==> src/rtl/spi_reg_bridge.sv <==
// SPI word protocol layer: decodes command/data words into a req/ack register bus.
// Optional feature: define SPI_BRIDGE_AUTOINC_EN for address-incrementing bursts.
module spi_reg_bridge #(
   parameter int unsigned K_DWIDTH = 16,
   parameter int unsigned K_AWIDTH = 8
) (
   input  logic                i_clk,
   input  logic                i_rst_n,
   input  logic [K_DWIDTH-1:0] i_rx_data,
   input  logic                i_rx_event,
   input  logic                i_selected,
   output logic [K_DWIDTH-1:0] o_tx_data,
   output logic                o_tx_valid,
   output logic [K_AWIDTH-1:0] o_bus_addr,
   output logic [K_DWIDTH-1:0] o_bus_wdata,
   output logic                o_bus_wr,
   output logic                o_bus_rd,
   input  logic                i_bus_ack,
   input  logic [K_DWIDTH-1:0] i_bus_rdata,
   output logic                o_busy,
   output logic                o_err_ovr
);

   typedef enum logic [2:0] {
      IDLE    = 3'd0,
      CMD     = 3'd1,
      WR_DATA = 3'd2,
      WR_BUS  = 3'd3,
      RD_BUS  = 3'd4,
      RD_DATA = 3'd5,
      HOLD    = 3'd6
   } state_t;

   state_t              state_q, state_d;
   logic [K_DWIDTH-1:0] tx_data_q, tx_data_d;
   logic                tx_valid_q, tx_valid_d;
   logic [K_AWIDTH-1:0] addr_q, addr_d;
   logic [K_DWIDTH-1:0] wdata_q, wdata_d;
   logic                wr_q, wr_d;
   logic                rd_q, rd_d;
   logic                busy_q, busy_d;
   logic                err_ovr_q, err_ovr_d;
   logic                ovr_q, ovr_d;
   logic                abort_q, abort_d;
   logic                desel_q, desel_d;
   logic                sel_q;
   logic                sel_rise;
   logic                ovr_set, abort_set, sticky_clr;

   assign sel_rise = i_selected & ~sel_q;

   // State and registered outputs
   always_ff @(posedge i_clk or negedge i_rst_n) begin
      if (!i_rst_n) begin
         state_q    <= IDLE;
         tx_data_q  <= '0;
         tx_valid_q <= 1'b0;
         addr_q     <= '0;
         wdata_q    <= '0;
         wr_q       <= 1'b0;
         rd_q       <= 1'b0;
         busy_q     <= 1'b0;
         err_ovr_q  <= 1'b0;
         ovr_q      <= 1'b0;
         abort_q    <= 1'b0;
         desel_q    <= 1'b0;
         sel_q      <= 1'b0;
      end else begin
         state_q    <= state_d;
         tx_data_q  <= tx_data_d;
         tx_valid_q <= tx_valid_d;
         addr_q     <= addr_d;
         wdata_q    <= wdata_d;
         wr_q       <= wr_d;
         rd_q       <= rd_d;
         busy_q     <= busy_d;
         err_ovr_q  <= err_ovr_d;
         ovr_q      <= ovr_d;
         abort_q    <= abort_d;
         desel_q    <= desel_d;
         sel_q      <= i_selected;
      end
   end

   // Next-state and next-output decode
   always_comb begin
      state_d    = state_q;
      tx_data_d  = tx_data_q;
      tx_valid_d = 1'b0;
      addr_d     = addr_q;
      wdata_d    = wdata_q;
      wr_d       = wr_q;
      rd_d       = rd_q;
      err_ovr_d  = 1'b0;
      desel_d    = desel_q;
      ovr_set    = 1'b0;
      abort_set  = 1'b0;
      sticky_clr = 1'b0;

      unique case (state_q)
         IDLE: begin
            if (sel_rise) begin
               state_d    = CMD;
               tx_data_d  = K_DWIDTH'({abort_q, ovr_q});
               tx_valid_d = 1'b1;
               sticky_clr = 1'b1;
            end
         end

         CMD: begin
            if (!i_selected) begin
               state_d = IDLE;
            end else if (i_rx_event) begin
               addr_d = i_rx_data[K_AWIDTH-1:0];
               if (i_rx_data[K_DWIDTH-1]) begin
                  state_d = RD_BUS;
                  rd_d    = 1'b1;
                  desel_d = 1'b0;
               end else begin
                  state_d = WR_DATA;
               end
            end
         end

         WR_DATA: begin
            if (!i_selected) begin
               state_d = IDLE;
            end else if (i_rx_event) begin
               wdata_d = i_rx_data;
               wr_d    = 1'b1;
               desel_d = 1'b0;
               state_d = WR_BUS;
            end
         end

         WR_BUS: begin
            // The request stays up through a deselect; only ack retires it
            if (!i_selected) begin
               desel_d = 1'b1;
            end else if (i_rx_event) begin
               err_ovr_d = 1'b1;
               ovr_set   = 1'b1;
            end
            if (i_bus_ack) begin
               wr_d    = 1'b0;
               desel_d = 1'b0;
               if (!i_selected || desel_q) begin
                  state_d   = IDLE;
                  abort_set = 1'b1;
               end else begin
`ifdef SPI_BRIDGE_AUTOINC_EN
                  state_d = WR_DATA;
                  addr_d  = addr_q + K_AWIDTH'(1);
`else
                  state_d = HOLD;
`endif
               end
            end
         end

         RD_BUS: begin
            if (!i_selected) begin
               desel_d = 1'b1;
            end else if (i_rx_event) begin
               err_ovr_d = 1'b1;
               ovr_set   = 1'b1;
            end
            if (i_bus_ack) begin
               rd_d    = 1'b0;
               desel_d = 1'b0;
               if (!i_selected || desel_q) begin
                  state_d   = IDLE;
                  abort_set = 1'b1;
               end else begin
                  tx_data_d  = i_bus_rdata;
                  tx_valid_d = 1'b1;
                  state_d    = RD_DATA;
               end
            end
         end

         RD_DATA: begin
            // The dummy word that clocks read data out triggers the next read
            if (!i_selected) begin
               state_d = IDLE;
            end else if (i_rx_event) begin
`ifdef SPI_BRIDGE_AUTOINC_EN
               addr_d  = addr_q + K_AWIDTH'(1);
               rd_d    = 1'b1;
               desel_d = 1'b0;
               state_d = RD_BUS;
`else
               state_d = HOLD;
`endif
            end
         end

         HOLD: begin
            if (!i_selected) begin
               state_d = IDLE;
            end
         end

         default: begin
            state_d = IDLE;
            wr_d    = 1'b0;
            rd_d    = 1'b0;
         end
      endcase

      // A set event in the same cycle as the status load wins over the clear
      ovr_d   = (ovr_q   & ~sticky_clr) | ovr_set;
      abort_d = (abort_q & ~sticky_clr) | abort_set;
      busy_d  = (state_d != IDLE);
   end

   assign o_tx_data   = tx_data_q;
   assign o_tx_valid  = tx_valid_q;
   assign o_bus_addr  = addr_q;
   assign o_bus_wdata = wdata_q;
   assign o_bus_wr    = wr_q;
   assign o_bus_rd    = rd_q;
   assign o_busy      = busy_q;
   assign o_err_ovr   = err_ovr_q;

endmodule

==> config.mk <==
export PLATFORM = sky130hd
export DESIGN_NAME = spi_reg_bridge
export DESIGN_NICKNAME = d
export VERILOG_FILES = /design/src/rtl/spi_reg_bridge.sv
export SDC_FILE = /design/constraint.sdc
export NUM_CORES = 1
export LEC_CHECK = 0
export BUFFER_PORTS_ARGS = -buffer_cell sky130_fd_sc_hd__buf_4
export CAP_MARGIN = 20
export CORE_ASPECT_RATIO = 0.8
export CORE_MARGIN = 2
export CORE_UTILIZATION = 30
export CTS_CLUSTER_SIZE = 28
export DETAILED_ROUTE_END_ITERATION = 12
export PLACE_DENSITY = 0.5
export SLEW_MARGIN = 20
export SYNTH_ARGS = -nofsm -noshare
export SYNTH_HDL_FRONTEND = slang
export SYNTH_SLANG_ARGS = --single-unit
==> constraint.sdc <==
create_clock -name i_clk -period 3.1 [get_ports i_clk]
set_clock_uncertainty 0.15 [all_clocks]
set_input_delay 0.155 -clock i_clk [delete_from_list [all_inputs] [get_ports i_clk]]
set_output_delay 0.155 -clock i_clk [all_outputs]
set_load 0.01 [all_outputs]
Word level (Yosys, flattened, before mapping)
Index checks and enable logic that the tools add are counted.
Widths: inputs -> output; s select.
Word-level totals
  flip-flop bits (word level): 52
  output and inout bits: 45
  word-level logic and storage cells: 98
Cells by class
  equal/unequal tests: 16
  multiplexer cells: 45
  bitwise operators: 9
  reductions and logical operators: 15
Operators by type and width (number)
  $mux 16: 3
  $mux 3: 13
  $pmux 16 s2: 1
  $mux 1: 23
  $pmux 3 s7: 1
  $ne 2x2->1 const B: 9
  $reduce_or 5->1: 2
  $eq 3x3->1 const B: 3
  $pmux 1 s3: 3
  $reduce_and 4->1: 2
  $reduce_and 7->1: 1
  $eq 3x2->1 const B: 2
  $reduce_and 3->1: 2
  $reduce_bool 3->1: 2
  $reduce_and 5->1: 1
  $not 1->1: 4
  $and 1x1->1: 3
  $eq 3x1->1 const B: 1
  $logic_not 3->1: 1
  $ne 3x2->1 const B: 1
  $or 1x1->1: 2
  $pmux 1 s2: 1
  $reduce_bool 2->1: 1
  $reduce_or 2->1: 1
  other kinds (2): 2

Logic depth before layout (Yosys ltp)
  depth after elaboration: 7
  gate-level depth with buffers: 6
  depth with buffers taken out: 4

Least setup slack after synthesis
Ideal clock, no wire load.
  path kind: reg-to-reg
  start point: reg state_q[2]
  end point: reg wdata_q[10] (netlist: o_bus_wdata[10])
  setup time: 0.125 ns
  arrival time: 1.507 ns
  setup slack: 1.318 ns
  cell stages (with the launch flop): 6
  path through: dfrtp_1 buf_2 nand2b_4 nor3_4 buf_6 mux2_2
On the way
  cells in the longest elaborated chain, start to end: 2
Ends and longest elaborated chain
  start, declared: line 34  | state_t state_q, state_d;
  start signal, assigned: line 69  | state_q <= state_d;
  $eq 3x2->1: line 100  | unique case (state_q)
  $reduce_and 3->1 (no line)
  end signal, assigned: line 73  | wdata_q <= wdata_d;
  end, declared: line 38  | logic [K_DWIDTH-1:0] wdata_q, wdata_d;
No other way between the ends.
A chain may end at the register's enable or synchronous reset.

Final worst setup path
  start point: reg state_q[2]
  end point: reg wdata_q[1] (netlist: o_bus_wdata[1])
Same word-level chain as after synthesis.

==> summary.md <==
| Metric | Value |
|---|---|
| Via count | roughly 1.7k |
| Row count | 28 |
| Post-route ant nets | 0 |
| Die H | 81.2 um |
| Most frequent cell after synthesis | dfrtp_1 |
| Maximum VDD drop | 0.220 mV |
| Top cells by area, synth | dfrtp_1 (58%), mux2_2 (8.1%), nand2_1 (6.4%), mux2_4 (5.4%), o21ai_0 (5.1%) |
| Top achievable clock speed | 0.474 GHz |
| Final core utilization | a little under half |
| Post-Layout Inst Area | roughly 3300 um^2 |
| Slowest cell on crit path | nor3_4 |
| CP max FO | 16 |
| Period utilization | 68.1% |
| Vias in the first global route | 1,691 |
| Unrepaired setup endpoints after global routing | no |
| Critical path data required time | around 3.1 ns |
| WL per Instance | 12.9 um |
| Max transition margin | a little under half |
| Placer Congestion | 0.712 |
| Antenna cell count | 0 |
| Cell accounting for the most synthesized area | dfrtp_1 |
| Setup Crit Path Kind | reg -> reg |
| EDFF count, synth | 0 |
| Setup TNS | 0 ns |
| Drt total wl | slightly above 5000 um |
| H-tree depth | 2 |
| I/O pins | 82 |
| Final min period | roughly 2.1 ns |
| Fin. Hold Viols | 0 |
| Initial DRC Count | 45 |
| Core area | 7320 um^2 |
| Worst-Margin Slew | around 0.80 ns |
| Worst path bufs/invs | 0 |
| Crit-path cells | nand2b_4 -> nor3_4 -> mux2_2 |
| Post-synthesis async set-or-reset flop share | 100% |
| CTS root buffer | clkbuf_8 |
| Postcts setup bufs | 0 |
| DRT met1 WL | between 2000 and 3000 um |
| Final nets | 339 |
| DP Wirelength | 3390 um |
| Die X | 101 um |
| Switching power total | 734 uW |
| Effective utilization at floorplan | 30.6% |
| Mapped cell area | about 2200 um^2 |
| Tightest Hold Check Type | in -> reg |
| Sequential power share | roughly 45% |
| CTS tree | yes |
| Ys Warns | 0 |
| Ys flop type | dfrtp_1 |
| Worst setup SP type | register |
| Worst path max stage delay | 0.67 ns |
| Gr usage total | 12.8% |
| Vias per cell | 4.39 |
| Crit path DAT | 2.15 ns |
| Maxcap violations | 0 |
| GRT Residual Overflow | 0 |
| Delay-heaviest family, CP | simple AND/OR/NAND/NOR gates |
| Die Area | 8170 um^2 |
| Share of layout cells above drive strength 1 | 40.4% |
| Sink Count | 52 |
| Syn_area_per_cell | 11.8 um^2 |
| Switch share | between 30% and 40% |
| Cell Pwr Density | approximately 710 nW/um^2 |
| Highest metal used | met4 |
| Clock share of power | 17.0% |
| First-pass GRT wire length | 8140 um |
| Synth cell count leaders | dfrtp_1 (52), nand2_1 (38), o21ai_0 (23), mux2_2 (16), mux2_4 (8) |
| DP Area | 2910 um^2 |
| Setup violations, final | 0 |
| DRC errors left | 0 |
| Yosys cell types | 33 |
| Slew Limit Fails | 0 |
| Synth Instances | around 190 |
| Num CTS Buffers | 5 |
| Met2 WL | around 2300 um |
| Pin count of the biggest net entering global routing | 53 |
| Filler cells | 706 |
| DR pass1 iterations | 4 |
| Clk slew on worst S/H paths | 0.09 ns |
| Register area share after synthesis | between 50 and 60% |
| Met3 wire len | 169 um |
| Synth Register Bits | 52 |
| CTS Buffer Depth | 2 |
| Lkg Pwr | 0.00161 uW |
| Syn_nets | roughly 230 |
| Worst Setup End Kind | register |
| Combinational share of power | approximately two fifths |
| Initial antenna violation count | 0 |
| Clk_lat worst skew | 0.29 ns |
| Status | finished clean |
| Share of the synthesized area in the top cell type | just under 60% |
| Port bufs | between 80 and 90 |
| Synth-to-Final Area Change | 49.7% |
| Internal Pwr Total | 1650 uW |
-- cell type report --
| type | instances | area [um^2] | share of cell area (%) |
|---|---|---|---|
| flip-flops and latches | 52 | 1300 | 38.9 |
| repair buffers | 117 | 963 | 28.8 |
| multi-input cells | 124 | 867 | 25.9 |
| well taps | 90 | 113 | 3.36 |
| clock buffers | 7 | 96.3 | 2.88 |
| inverters | 2 | 7.51 | 0.224 |
-- routing by layer --
layer | track usage, % | vias to the layer above
li1 | - | 868
met1 | 18.2 | 813
met2 | 19.2 | 35
met3 | 2.75 | 6
met4 | 4.66 | 0
met5 | 0 | -
-- metrics by stage --
| step | hold WS (ns) | power, uW | setup slack, ns | instances |
|---|---|---|---|---|
| 4_1_cts | 0.0396 | 2420 | 0.963 | 392 |
| 2_1_floorplan | -0.291 | 1530 | 1.32 | 189 |
| 3_5_place_dp | 0.0931 | 1970 | 0.974 | 351 |
| 3_3_place_gp | 0.0947 | 1960 | 0.994 | 351 |
| 6_report | 0.0544 | 2380 | 0.990 | 392 |
| 5_1_grt | 0.0441 | 2560 | 0.856 | 392 |
-- worst register-to-register path, stage by stage (launching register included) --
cell      delay, ns
dfrtp_1        0.53
nand2b_4       0.23
nor3_4         0.67
mux2_2         0.42
-- power groups by stage --
stage | clock network (uW) | logic (uW) | registers [uW]
CTS | 428 | 927 | 1070
finish | 405 | 912 | 1070
floorplan | 0 | 395 | 1130
global placement | 0 | 884 | 1080
global route | 456 | 999 | 1100
detailed placement | 0 | 892 | 1080
-- worst paths after layout --
kind                                   end     startpoint  slack, ns  depth (start not counted)
max                         o_bus_wdata[1]     state_q[2]       0.99                          3
min                                abort_q      i_bus_ack       0.05                          2
max reg2reg                 o_bus_wdata[1]     state_q[2]       0.99                          3
min reg2reg                  o_tx_data[11]  o_tx_data[11]       0.33                          2
max in group asynchronous  o_bus_wdata[15]        i_rst_n       2.08                          2
min in group asynchronous    o_bus_addr[5]        i_rst_n       0.28                          2
-- registers in the layout (all words and copies together) (netlist names), 3 cells and up --
| signal | count |
|---|---|
| o_bus_addr | 8 |
| o_bus_wdata | 16 |
| o_tx_data | 16 |
| state_q | 3 |
-- cell usage in the layout (no fill, tap or decap) --
master | netlist | final
buf_4 | 0 | 83
nand3_1 | 3 | 3
nand3b_1 | 1 | 1
a21oi_1 | 4 | 4
dlygate4sd3_1 | 0 | 34
inv_1 | 2 | 2
nand2_1 | 38 | 38
a21bo_2 | 1 | 1
a32o_1 | 1 | 1
a21o_1 | 1 | 1
o21ai_0 | 23 | 23
dfrtp_1 | 52 | 52
o22a_1 | 1 | 1
nand2b_1 | 2 | 2
mux2_2 | 16 | 16
clkbuf_8 | 0 | 7
a221o_1 | 1 | 1
a22oi_2 | 1 | 1
nor4_2 | 1 | 1
nor2_1 | 6 | 6
and3b_1 | 1 | 1
a21boi_0 | 1 | 1
or2_1 | 1 | 1
mux2_4 | 8 | 8
o22ai_1 | 2 | 2
nor3_4 | 2 | 2
mux2i_1 | 2 | 2
nand2b_4 | 2 | 2
nor2b_1 | 1 | 1
nand4bb_1 | 1 | 1
a31oi_1 | 1 | 1
nor3b_2 | 1 | 1
or3b_1 | 1 | 1
-- logic make-up after synthesis --
group	Yosys count	share of synthesized area [%]
AO/OA/AOI/OAI	37	9.84
buffers and inverters	13	3.08
multiplexers	26	14.3
AND/OR/NAND/NOR	61	14.6
flip-flops	52	58.2
-- timing repair --
item | in CTS | in global routing
hold endpoints to repair | 93 | 0
gates resized for setup | 0 | 0
hold buffers | 34 | 0
No activity file was read; power rests on OpenSTA's default activity.
